--- config.mk ---
export PLATFORM = sky130hd
export DESIGN_NAME = wb_burst_master
export DESIGN_NICKNAME = d
export VERILOG_FILES = /design/src/rtl/wb_burst_master.sv
export SDC_FILE = /design/constraint.sdc
export NUM_CORES = 1
export LEC_CHECK = 0
export ABC_AREA = 0
export ABC_CLOCK_PERIOD_IN_PS = 5600
export CORE_UTILIZATION = 43
export DETAILED_ROUTE_END_ITERATION = 8
export GPL_ROUTABILITY_DRIVEN = 0
export PLACE_DENSITY_LB_ADDON = 0.08
export SLEW_MARGIN = 20
export SYNTH_ARGS = -nofsm -noshare
export SYNTH_HDL_FRONTEND = slang
export SYNTH_SLANG_ARGS = --single-unit
--- constraint.sdc ---
create_clock -name wb_clk -period 5.6 [get_ports wb_clk]
set_input_delay 1.12 -clock wb_clk [delete_from_list [all_inputs] [get_ports wb_clk]]
set_output_delay 1.12 -clock wb_clk [all_outputs]
set_load 0.02 [all_outputs]
--- src/rtl/wb_burst_master.sv ---
// wb_burst_master: Wishbone B4 incrementing-burst master with retry/abort status.
// Optional abort on a silent slave: define WB_BURST_MASTER_TIMEOUT_EN.
module wb_burst_master #(
  parameter int DW        = 32,
  parameter int AW        = 32,
  parameter int MAX_BURST = 16,
  parameter int RETRY_MAX = 3,
  parameter int TIMEOUT   = 255
) (
  input  logic                       wb_clk,
  input  logic                       wb_rst,
  output logic [AW-1:0]              wb_adr_o,
  output logic [DW-1:0]              wb_dat_o,
  output logic [DW/8-1:0]            wb_sel_o,
  output logic                       wb_we_o,
  output logic                       wb_cyc_o,
  output logic                       wb_stb_o,
  output logic [2:0]                 wb_cti_o,
  output logic [1:0]                 wb_bte_o,
  input  logic [DW-1:0]              wb_dat_i,
  input  logic                       wb_ack_i,
  input  logic                       wb_err_i,
  input  logic                       wb_rty_i,
  input  logic                       start,
  input  logic [AW-1:0]              address,
  input  logic [DW/8-1:0]            selection,
  input  logic                       write,
  input  logic [$clog2(MAX_BURST):0] length,
  input  logic [DW-1:0]              wr_data,
  output logic                       wr_pop,
  output logic [DW-1:0]              rd_data,
  output logic                       rd_valid,
  output logic                       active,
  output logic                       done,
  output logic [1:0]                 error_code
);

  localparam int SW = DW / 8;
  localparam int LW = $clog2(MAX_BURST) + 1;
  localparam int RW = $clog2(RETRY_MAX + 2);
  localparam logic [RW-1:0] RMAX = RW'(RETRY_MAX);

  typedef enum logic [1:0] {
    S_IDLE,
    S_BUS,
    S_BACKOFF,
    S_DONE
  } state_t;

  state_t        state;
  state_t        state_nx;
  logic [AW-1:0] adr_q;
  logic [SW-1:0] sel_q;
  logic          we_q;
  logic          single_q;
  logic [LW-1:0] beats_q;
  logic [LW-1:0] len_eff;
  logic [RW-1:0] retry_q;
  logic [1:0]    code_q;
  logic          bus;
  logic          take;
  logic          ack_ok;
  logic          rty_hit;
  logic          err_hit;
  logic          tmo_hit;
  logic          last;
  logic          retry_over;

  assign bus        = (state == S_BUS);
  assign take       = (state == S_IDLE) & start;
  assign err_hit    = bus & wb_err_i;
  assign rty_hit    = bus & ~wb_err_i & wb_rty_i;
  assign ack_ok     = bus & ~wb_err_i & ~wb_rty_i & wb_ack_i;
  assign last       = (beats_q == LW'(1));
  assign retry_over = (retry_q >= RMAX);

  assign wb_adr_o   = adr_q;
  assign wb_bte_o   = 2'b00;
  assign error_code = code_q;

`ifdef WB_BURST_MASTER_TIMEOUT_EN
  localparam logic [31:0] TLIM = 32'(TIMEOUT - 1);
  logic [31:0] tmo_q;
  logic        silent;

  assign silent  = bus & ~wb_ack_i & ~wb_err_i & ~wb_rty_i;
  assign tmo_hit = silent & (tmo_q == TLIM);

  // count silent bus cycles; any response or leaving BUS restarts it
  always_ff @(posedge wb_clk or negedge wb_rst) begin
    if (!wb_rst) begin
      tmo_q <= '0;
    end else if (silent) begin
      tmo_q <= tmo_q + 32'd1;
    end else begin
      tmo_q <= '0;
    end
  end
`else
  logic unused_tmo;
  assign unused_tmo = ^TIMEOUT;
  assign tmo_hit    = 1'b0;
`endif

  // zero-length means one beat, oversize requests clamp to a full burst
  always_comb begin
    len_eff = length;
    if (length == '0) begin
      len_eff = LW'(1);
    end else if (length > LW'(MAX_BURST)) begin
      len_eff = LW'(MAX_BURST);
    end
  end

  // state register
  always_ff @(posedge wb_clk or negedge wb_rst) begin
    if (!wb_rst) begin
      state <= S_IDLE;
    end else begin
      state <= state_nx;
    end
  end

  // next state and bus/user strobes; err beats rty beats ack
  always_comb begin
    state_nx = state;
    wb_cyc_o = 1'b0;
    wb_stb_o = 1'b0;
    wb_we_o  = 1'b0;
    wb_sel_o = '0;
    wb_dat_o = '0;
    wb_cti_o = 3'b000;
    wr_pop   = 1'b0;
    active   = 1'b0;
    done     = 1'b0;
    unique case (state)
      S_IDLE: begin
        if (start) state_nx = S_BUS;
      end
      S_BUS: begin
        active   = 1'b1;
        wb_cyc_o = 1'b1;
        wb_stb_o = 1'b1;
        wb_we_o  = we_q;
        wb_sel_o = sel_q;
        wb_dat_o = we_q ? wr_data : '0;
        wb_cti_o = single_q ? 3'b000 :
                   (last ? 3'b111 : 3'b010);
        wr_pop   = ack_ok & we_q;
        if (err_hit || tmo_hit) begin
          state_nx = S_DONE;
        end else if (rty_hit) begin
          state_nx = retry_over ? S_DONE : S_BACKOFF;
        end else if (ack_ok && last) begin
          state_nx = S_DONE;
        end
      end
      S_BACKOFF: begin
        active   = 1'b1;
        state_nx = S_BUS;
      end
      S_DONE: begin
        done     = 1'b1;
        state_nx = S_IDLE;
      end
      default: state_nx = S_IDLE;
    endcase
  end

  // command latch, beat bookkeeping, read capture and status
  always_ff @(posedge wb_clk or negedge wb_rst) begin
    if (!wb_rst) begin
      adr_q    <= '0;
      sel_q    <= '0;
      we_q     <= 1'b0;
      single_q <= 1'b0;
      beats_q  <= '0;
      retry_q  <= '0;
      code_q   <= 2'b00;
      rd_data  <= '0;
      rd_valid <= 1'b0;
    end else begin
      rd_valid <= 1'b0;
      unique case (1'b1)
        take: begin
          adr_q    <= address;
          sel_q    <= selection;
          we_q     <= write;
          beats_q  <= len_eff;
          single_q <= (len_eff == LW'(1));
          retry_q  <= '0;
          code_q   <= 2'b00;
        end
        ack_ok: begin
          adr_q   <= adr_q + AW'(SW);
          beats_q <= beats_q - LW'(1);
          if (!we_q) begin
            rd_data  <= wb_dat_i;
            rd_valid <= 1'b1;
          end
        end
        err_hit: begin
          code_q <= 2'b01;
        end
        rty_hit: begin
          if (retry_over) begin
            code_q <= 2'b10;
          end else begin
            retry_q <= retry_q + RW'(1);
          end
        end
        tmo_hit: begin
          code_q <= 2'b11;
        end
        default: ;
      endcase
    end
  end

endmodule
==> results of run 1 <==
[layout make-up]
class	count	area, µm²	share of cell area (%)
Clock inverter	6	57.6	0.844
Multi-Input combinational cell	305	2070	30.4
Clock buffer	10	138	2.02
Tap cell	133	166	2.44
Timing Repair Buffer	227	2260	33.2
Inverter	12	45.0	0.660
Sequential cell	83	2080	30.4
[per-layer routing]
layer | track usage (%) | wire length [µm] | vias to the layer above
li1 | - | - | 1996
met1 | 33.3 | 5520 | 1988
met2 | 41.0 | 6270 | 154
met3 | 5.13 | 1020 | 20
met4 | 8.35 | 198 | 0
met5 | 0 | 0 | -
[cells in the mapped netlist, types with 8 or more instances]
library cell	n
a211oi_1	13
a21oi_1	12
and3_1	36
buf_2	8
clkbuf_1	11
dfrtp_1	83
ha_1	9
inv_1	12
mux2_2	30
nand2_1	28
nand3_1	20
nand4_1	8
nor2_1	36
nor3_1	18
o21ai_0	12
[flip-flops by register name (all words and copies together) (netlist names)]
name,count
wb_adr_o,32
we_q,1
beats_q,5
sel_q,4
rd_data,32
error_code,2
retry_q,3
single_q,1
rd_valid,1
state,2
[critical path: stages]
cell and delay (ns):
clkdlybuf4s50_1 0.51, and4bb_2 0.67, and2_1 0.19, clkdlybuf4s50_1 0.61
[path summary, 6_finish.rpt]
check / endpoint
hold reg to reg: wb_adr_o[1]$_DFFE_PN0P_
hold / removal: wb_adr_o[1]$_DFFE_PN0P_
setup reg to reg: beats_q[2]$_DFFE_PN0P_
min in group asynchronous: rd_data[7]$_DFFE_PN0P_
setup / recovery: wr_pop
max in group asynchronous: retry_q[2]$_DFFE_PN0P_
[power groups by stage]
stage | clock network, mW | registers [mW] | logic [mW]
floorplan | 0 | 1.39 | 0.817
global placement | 0 | 1.15 | 1.94
detailed placement | 0 | 1.17 | 1.98
CTS | 0.432 | 1.16 | 1.99
global route | 0.454 | 1.21 | 2.13
finish | 0.417 | 1.16 | 1.98
[metrics by stage]
step	hold slack (ns)	util, %	cell area (µm²)	total power [mW]	cells
final	0.487	70.1	6820	3.55	776
after CTS	0.493	70.1	6820	3.58	776
after detailed placement	0.471	68.1	6620	3.15	760
after floorplan	0.471	-	4320	2.20	425
after global placement	0.458	68.1	6620	3.09	760
after global routing	0.503	70.1	6820	3.79	776
[cells by family (layout without fill, tap and decap cells)]
| logic type | Yosys count | count (layout) | synth area share, % |
|---|---|---|---|
| adders and majority gates | 9 | 9 | 2.61 |
| DFF | 83 | 83 | 48.2 |
| muxes | 39 | 39 | 10.1 |
| other | 1 | 2 | 0.0870 |
| and+or+nand+nor | 179 | 179 | 22.8 |
| buffers and inverters | 37 | 255 | 3.80 |
| AOI/OAI and AO/OA | 76 | 76 | 12.4 |
==> summary.md, run 1 <==
| Metric | Value |
|---|---|
| Largest vdd supply drop | 0.000422 V |
| Most frequent standard cell in the layout excluding fill and tap cells | clkdlybuf4s50_1 |
| Quantity of gates resized following cts | 0 |
| Place WS | 1.37 ns |
| Sort of element at the start of the critical path | input pin |
| Crit path DAT | 3.11 ns |
| Mean post-synth cell area | 10.2 µm² |
| Setup WS post-layout | 1.37 ns |
| Slew Limit Fails | 0 |
| Switching power | 1.51 mW |
| Share of power burned in combinational logic | 55.6% |
| Number of synthesis warnings | 0 |
| Maximum level of the CTS H-tree | 3 |
| Largest net degree at the start of global routing | 84 |
| Chip height | 102 µm |
| Area of the core | 0.00973 mm² |
| Fraction of final layout cells sized beyond drive strength 1 | 9.64% |
| Post-route ant nets | 0 |
| Cell-internal power | 2.04 mW |
| Remaining DRCs | 0 |
| Share of power burned in registers | 32.6% |
| # setup viols final | 0 |
| Highest clock frequency the design can meet | 237 MHz |
| Post-synth design cell area | 0.00431 mm² |
| Hold crit path type | flop to flop |
| Worst setup slack for register-to-register paths | 2.95 ns |
| Die area | 0.0104 mm² |
| Result of the run | complete, no violations |
| Final Hold Fails | 0 |
| Startpoint of the worst hold path | wb_adr_o[1]$_DFFE_PN0P_ |
| Clock tree root driver cell | clkbuf_8 |
| Register bit count reported by yosys | 83 |
| Fill cell instance count of the final layout | 807 |
| Post-DP HPWL | 9800 µm |
| Wire length of the first global-routing pass | 20300 µm |
| Number of max-cap violations | 0 |
| Setup crit start | wb_rty_i |
| Drt pass-1 iters | 4 |
| Horiz. Die Dim | 102 µm |
| Post-CTS Hold Buffers | 0 |
| Number of global-route vias before repair | 3959 |
| Final period demand of the worst path | 4.23 ns |
| Clock slew seen by the registers of the worst setup and hold paths | 0.09 ns |
| Iter 0 DRT Violations | 205 |
| Most frequent cells in the layout | 222 x clkdlybuf4s50_1, 83 x dfrtp_1, 36 x and3_1, 36 x nor2_1, 30 x mux2_2 |
| Global-route usage over all layers | 25.0% |
| Setup repair after global routing missed its margin | false |
| Clock power frac | 11.8% |
| Most used flip-flop cell after synthesis | dfrtp_1 |
| Total global routing overflow | 0 |
| Reg-to-reg critical path startpoint | state[1]$_DFFE_PN0P_ |
| WL per Instance | 16.8 µm |
| Leakage component of the power | 2.83 nW |
| Setup Fix Bufs, Post-CTS | 0 |
| Clock tree skew after final layout | 0.0118 ns |
| Crit Path Max Fanout | 22 |
| Fraction of the yosys area taken by sequential cells | 48.2% |
| Initial antenna violation count | 0 |
| Reg2reg path depth | 9 |
| Number of enable flip-flop cells after synthesis | 0 |
| Distinct cell type count of the synthesized netlist | 56 |
| Count of vias placed by the detailed router | 4158 |
| Antenna cells | 0 |
| PortBufs | 223 |
| Async set-or-reset flop fraction in the synthesized netlist | 100% |
| Bufs on Longest Clock Path | 2 |
| Data required time of the worst path | 4.48 ns |
| Portion of synthesized cell area occupied by the leading cell type | 48.2% |
| Nets | 759 |
| Final clock period utilization by the worst path | 75.5% |
| TNS Setup | 0 ns |
| Cells taking the most area after synthesis | dfrtp_1 48%, mux2_2 7.8%, and3_1 5.2%, nor2_1 3.1%, ha_1 2.6% |
| Standard-cell row count | 36 |
| Remaining max-slew budget at the tightest pin | 44.3% |
| Number of CTS-inserted buffers | 9 |
| Clock network latency to the later pin of the worst-skew pair | 0.35 ns |
| Total I/O pin count | 226 |
| CTS tree | done |
| Cell count after synthesis | 424 |
| Proportion of total power due to net switching | 42.6% |
| Capturing element type of the critical path | output pin |
| Power per Cell Area | 520 mW/mm² |
| Final Routed Wirelength | 13000 µm |
| Leading area contributor after synthesis | dfrtp_1 |
| Total number of clock tree sinks | 83 |
| Slew of the pin with the lowest slew margin | 0.836 ns |
| Worst hold path cell count | 2 |
| Layout area overhead | 58.2% |
| Initial cell density of the core | 44.3% |
| Number of vias per cell | 5.36 |
| Startpoint-to-endpoint class of the critical path | input pin to output pin |
No activity file was read; power rests on OpenSTA's default activity.
==> inputs of run 2 (changes only) <==
--- a/config.mk
+++ b/config.mk
@@ -6,8 +6,8 @@
 export NUM_CORES = 1
 export LEC_CHECK = 0
 export ABC_AREA = 0
-export ABC_CLOCK_PERIOD_IN_PS = 5600
-export CORE_UTILIZATION = 43
+export ABC_CLOCK_PERIOD_IN_PS = 3800
+export CORE_UTILIZATION = 36
 export DETAILED_ROUTE_END_ITERATION = 8
 export GPL_ROUTABILITY_DRIVEN = 0
 export PLACE_DENSITY_LB_ADDON = 0.08
==> constraint.sdc (replaced) <==
create_clock -name wb_clk -period 3.8 [get_ports wb_clk]
set_input_delay 0.76 -clock wb_clk [delete_from_list [all_inputs] [get_ports wb_clk]]
set_output_delay 0.76 -clock wb_clk [all_outputs]
set_load 0.02 [all_outputs]
==> summary.md, run 2 (synthesis results as in run 1) <==
| Metric | Value |
|---|---|
| Remaining DRCs | 19 |
| Number of max-cap violations | 0 |
| Nets | 762 |
| Most frequent cells in the layout | 222 x clkdlybuf4s50_1, 83 x dfrtp_1, 36 x and3_1, 36 x nor2_1, 30 x mux2_2 |
| Met3 routed wirelength | 710 µm |
| Final Routed Wirelength | 13200 µm |
| Power per Cell Area | 804 mW/mm² |
| Startpoint-to-endpoint class of the critical path | flop to output pin |
| Slew of the pin with the lowest slew margin | 0.852 ns |
| Total power draw | 5.63 mW |
| Worst r2r dst | wb_adr_o[29]$_DFFE_PN0P_ |
| Leakage component of the power | 2.91 nW |
| Post-CTS Hold Buffers | 0 |
| Most frequent standard cell in the layout excluding fill and tap cells | clkdlybuf4s50_1 |
| Final Hold Fails | 0 |
| Fraction of final layout cells sized beyond drive strength 1 | 9.75% |
| Finished Cell Area | 0.00701 mm² |
| Seq. cell area | 0.00208 mm² |
| Final period demand of the worst path | 3.32 ns |
| Setup WS post-layout | 0.484 ns |
| TNS Setup | 0 ns |
| Chip height | 111 µm |
| Setup repair after global routing missed its margin | false |
| Stages on worst setup path | 6 |
| Post-Route M1 WL | 5980 µm |
| Setup crit start | state[1]$_DFFE_PN0P_ |
| Number of CTS-inserted buffers | 9 |
| Drt pass-1 iters | 6 |
| Largest net degree at the start of global routing | 84 |
| WL per Instance | 16.7 µm |
| Clock network latency to the later pin of the worst-skew pair | 0.33 ns |
| Iter 0 DRT Violations | 308 |
| Place WS | 0.699 ns |
| Post-DP HPWL | 10000 µm |
| Proportion of total power due to net switching | 39.5% |
| Bufs on Longest Clock Path | 2 |
| Reg-to-reg critical path startpoint | state[1]$_DFFE_PN0P_ |
| PortBufs | 223 |
| Post-layout utilization of the core | 60.6% |
| Count of vias placed by the detailed router | 4154 |
| Share of power burned in registers | 30.4% |
| CTS tree | done |
| Footprint of the multi-input gates | 0.00207 mm² |
| Cell-internal power | 3.41 mW |
| Share of power burned in combinational logic | 51.7% |
| Reg2reg path depth | 8 |
| Detailed route wirelength on metal2 | 6340 µm |
| Clock power frac | 17.9% |
| Layout area overhead | 62.5% |
| Largest vdd supply drop | 0.000396 V |
| Global-route usage over all layers | 21.8% |
| Initial antenna violation count | 0 |
| Clock slew seen by the registers of the worst setup and hold paths | 0.06 ns |
| Total I/O pin count | 226 |
| Number of global-route vias before repair | 4111 |
| Result of the run | finished with violations |
| Placed Instance Area | 0.00666 mm² |
| Slew Limit Fails | 0 |
| Highest clock frequency the design can meet | 302 MHz |
| Slowest cell on the critical path | clkdlybuf4s50_1 |
| Crit path max-delay family | buffers and inverters |
| Horiz. Die Dim | 111 µm |
| Maximum single-stage delay on the critical path | 0.61 ns |
| Quantity of gates resized following cts | 0 |
| Switching power | 2.22 mW |
| Antenna cells | 0 |
| Clock tree skew after final layout | 0.00661 ns |
| Post-route ant nets | 0 |
| Clock tree root driver cell | clkbuf_16 |
| Critical path cell sequence | inv_1 -> ha_1 -> buf_4 -> and4bb_2 -> and2_1 -> clkdlybuf4s50_1 |
| Total number of clock tree sinks | 83 |
| Violations in the final reports | DRC |
| Number of vias per cell | 5.26 |
| Fill cell instance count of the final layout | 1015 |
| Initial cell density of the core | 37.3% |
| Standard-cell row count | 39 |
| Maximum level of the CTS H-tree | 3 |
| Crit Path Max Fanout | 39 |
| Data required time of the worst path | 3.04 ns |
| # setup viols final | 0 |
| CP Buf/Inv Count | 3 |
| Sort of element at the start of the critical path | flop |
| Die area | 0.0124 mm² |
| Final clock period utilization by the worst path | 87.3% |
| Total global routing overflow | 0 |
| Remaining max-slew budget at the tightest pin | 43.2% |
| Worst setup slack for register-to-register paths | 0.89 ns |
| Wire length of the first global-routing pass | 21600 µm |
| Crit path DAT | 2.56 ns |
| Hold crit path type | input pin to async pin |
| Area of the core | 0.0116 mm² |
| Crit path capture | wr_pop |
| Capturing element type of the critical path | output pin |
| Setup Fix Bufs, Post-CTS | 0 |
| Highest signal layer in the routed design | met4 |
run 2: power groups by stage:
stage	Sequential, mW	Clock [mW]	Combinational [mW]
floorplan	2.04	0	1.20
global placement	1.71	0	2.88
detailed placement	1.73	0	2.93
CTS	1.71	1.03	2.94
global route	1.79	1.07	3.12
finish	1.71	1.01	2.91
run 2: area by class of cell:
cell class	instances	share of cell area (%)
well taps	143	2.55
inverters	12	0.643
clock buffers	12	3.52
clock inverters	4	1.39
multi-input cells	305	29.6
flip-flops and latches	83	29.6
repair buffers	230	32.6
run 2: worst min path at each step:
stage,startpoint,to,cells after the start
2_1_floorplan,wb_rst,beats_q[0]$_DFFE_PN0P_,0
3_3_place_gp,wb_adr_o[1]$_DFFE_PN0P_,wb_adr_o[1]$_DFFE_PN0P_,2
3_5_place_dp,wb_adr_o[0]$_DFFE_PN0P_,wb_adr_o[0]$_DFFE_PN0P_,2
4_1_cts,rd_data[29]$_DFFE_PN0P_,rd_data[29]$_DFFE_PN0P_,1
5_1_grt,rd_data[29]$_DFFE_PN0P_,rd_data[29]$_DFFE_PN0P_,1
6_report,wb_rst,rd_data[10]$_DFFE_PN0P_,1
run 2: worst reg2reg max path, cell delays in order (launching register included):
cell	delay, ns
dfrtp_1	0.39
inv_1	0.12
ha_1	0.34
buf_4	0.36
nand4bb_1	0.53
nor2_1	0.42
nand3_1	0.27
o211ai_1	0.25
o311ai_1	0.12
run 2: metal layers:
| metal | up-vias | global-route usage, % |
|---|---|---|
| met4 | 0 | 6.76 |
| met3 | 14 | 4.08 |
| li1 | 2001 | - |
| met5 | - | 0 |
| met2 | 149 | 36.0 |
| met1 | 1990 | 29.0 |
run 2: stage by stage:
stage | instances | hold slack [ns]
2_1_floorplan | 425 | 0.464
3_3_place_gp | 773 | 0.465
3_5_place_dp | 773 | 0.476
4_1_cts | 789 | 0.493
5_1_grt | 789 | 0.511
6_report | 789 | 0.469
==> inputs of run 3 (changes only) <==
--- a/config.mk
+++ b/config.mk
@@ -8,6 +8,7 @@
 export ABC_AREA = 0
 export ABC_CLOCK_PERIOD_IN_PS = 3800
 export CORE_UTILIZATION = 36
+export CTS_BUF_LIST = sky130_fd_sc_hd__clkbuf_4 sky130_fd_sc_hd__clkbuf_8 sky130_fd_sc_hd__clkbuf_16
 export DETAILED_ROUTE_END_ITERATION = 8
 export GPL_ROUTABILITY_DRIVEN = 0
 export PLACE_DENSITY_LB_ADDON = 0.08
==> summary.md, run 3 (synthesis results as in run 1) <==
| Metric | Value |
|---|---|
| Global-route usage over all layers | 21.8% |
| Power per Cell Area | 805 mW/mm² |
| Data required time of the worst path | 3.04 ns |
| Post-CTS Hold Buffers | 0 |
| Cell-internal power | 3.42 mW |
| Total global routing overflow | 0 |
| Crit path DAT | 2.55 ns |
| Setup repair after global routing missed its margin | false |
| PortBufs | 223 |
| Number of global-route vias before repair | 4111 |
| Tightest hold margin | 0.477 ns |
| Number of max-cap violations | 0 |
| Setup crit start | state[1]$_DFFE_PN0P_ |
| Horiz. Die Dim | 111 µm |
| Chip height | 111 µm |
| Final Routed Wirelength | 13200 µm |
| Number of placed instances, taps included | 773 |
| Leakage component of the power | 2.92 nW |
| Remaining max-slew budget at the tightest pin | 43.2% |
| Hold crit path type | input pin to async pin |
| Clock slew seen by the registers of the worst setup and hold paths | 0.06 ns |
| Slew Limit Fails | 0 |
| CTS tree | done |
| Iter 0 DRT Violations | 309 |
| Largest vdd supply drop | 0.000396 V |
| Die area | 0.0124 mm² |
| Highest clock frequency the design can meet | 302 MHz |
| Proportion of total power due to net switching | 39.4% |
| Largest net degree at the start of global routing | 84 |
| Quantity of gates resized following cts | 0 |
| Number of vias per cell | 5.26 |
| Reg-to-reg critical path startpoint | state[1]$_DFFE_PN0P_ |
| Finished Cell Area | 0.00701 mm² |
| Crit Path Max Fanout | 39 |
| Count of vias placed by the detailed router | 4147 |
| Nets | 762 |
| Total I/O pin count | 226 |
| Post-DP HPWL | 10000 µm |
| Slew of the pin with the lowest slew margin | 0.853 ns |
| Layout area overhead | 62.7% |
| Sort of element at the start of the critical path | flop |
| Number of CTS-inserted buffers | 9 |
| Most frequent cells in the layout | 222 x clkdlybuf4s50_1, 83 x dfrtp_1, 36 x and3_1, 36 x nor2_1, 30 x mux2_2 |
| Startpoint-to-endpoint class of the critical path | flop to output pin |
| Clock network latency to the later pin of the worst-skew pair | 0.33 ns |
| # setup viols final | 0 |
| TNS Setup | 0 ns |
| Initial antenna violation count | 0 |
| Remaining DRCs | 19 |
| Drt pass-1 iters | 6 |
| Final clock period utilization by the worst path | 87.2% |
| Fraction of final layout cells sized beyond drive strength 1 | 10.1% |
| Share of power burned in combinational logic | 51.6% |
| Most frequent standard cell in the layout excluding fill and tap cells | clkdlybuf4s50_1 |
| Placed Instance Area | 0.00666 mm² |
| Maximum level of the CTS H-tree | 3 |
| Setup Fix Bufs, Post-CTS | 0 |
| Share of power burned in registers | 30.3% |
| Total power draw | 5.64 mW |
| Capturing element type of the critical path | output pin |
| Violations in the final reports | DRC |
| Final period demand of the worst path | 3.31 ns |
| Clock tree root driver cell | clkbuf_16 |
| WL per Instance | 16.7 µm |
| Initial cell density of the core | 37.3% |
| Standard-cell row count | 39 |
| Total number of clock tree sinks | 83 |
| Final Hold Fails | 0 |
| Result of the run | finished with violations |
| Antenna cells | 0 |
| Area of the core | 0.0116 mm² |
| Count of placed standard cells in the final layout, fillers left out | 789 |
| Bufs on Longest Clock Path | 2 |
| Post-route ant nets | 0 |
| Wire length of the first global-routing pass | 21600 µm |
| Clock power frac | 18.1% |
| Switching power | 2.22 mW |
| Clock tree skew after final layout | 0.00661 ns |
run 3: area by class of cell:
cell class,count,area (µm²)
clock inverter,4,97.6
inverter,12,45.0
sequential,83,2080
fill,1016,4550
timing repair buffer,230,2290
tap,143,179
multi-input combinational,305,2070
clock buffer,12,254
run 3: worst paths after layout:
check | endpoint | slack (ns) | cells past startpoint
setup / recovery | wr_pop | 0.49 | 6
hold / removal | rd_data[10]$_DFFE_PN0P_ | 0.48 | 1
setup reg to reg | wb_adr_o[29]$_DFFE_PN0P_ | 0.91 | 8
hold reg to reg | rd_data[29]$_DFFE_PN0P_ | 0.49 | 1
max in group asynchronous | sel_q[3]$_DFFE_PN0P_ | 2.80 | 1
min in group wb_clk | rd_data[29]$_DFFE_PN0P_ | 0.49 | 1
run 3: critical path, stage by stage (launching register included):
cell and delay [ns]:
dfrtp_1 0.39, inv_1 0.12, ha_1 0.34, buf_4 0.36, and4bb_2 0.28, and2_1 0.12
clkdlybuf4s50_1 0.61
run 3: metrics by stage:
stage,worst slack [ns],utilization [%]
after floorplan,1.18,-
after global placement,0.711,57.6
after CTS,0.456,60.6
final,0.486,60.6
after global routing,0.329,60.6
after detailed placement,0.699,57.6
run 3: layer usage:
layer,part of all wire [%],wire length (µm),vias up,global-route usage (%)
met5,0,0,-,0
met4,1.3,177,0,6.76
met3,5.4,713,14,4.08
met2,48,6330,147,36.0
met1,45,5990,1984,29.0
li1,-,-,2002,-
run 3: power by group through the flow:
stage / Clock, mW / Combinational (mW) / Sequential [mW]
floorplan: 0 / 1.20 / 2.04
global placement: 0 / 2.88 / 1.71
detailed placement: 0 / 2.93 / 1.73
CTS: 1.05 / 2.94 / 1.71
global route: 1.08 / 3.12 / 1.79
finish: 1.02 / 2.91 / 1.71
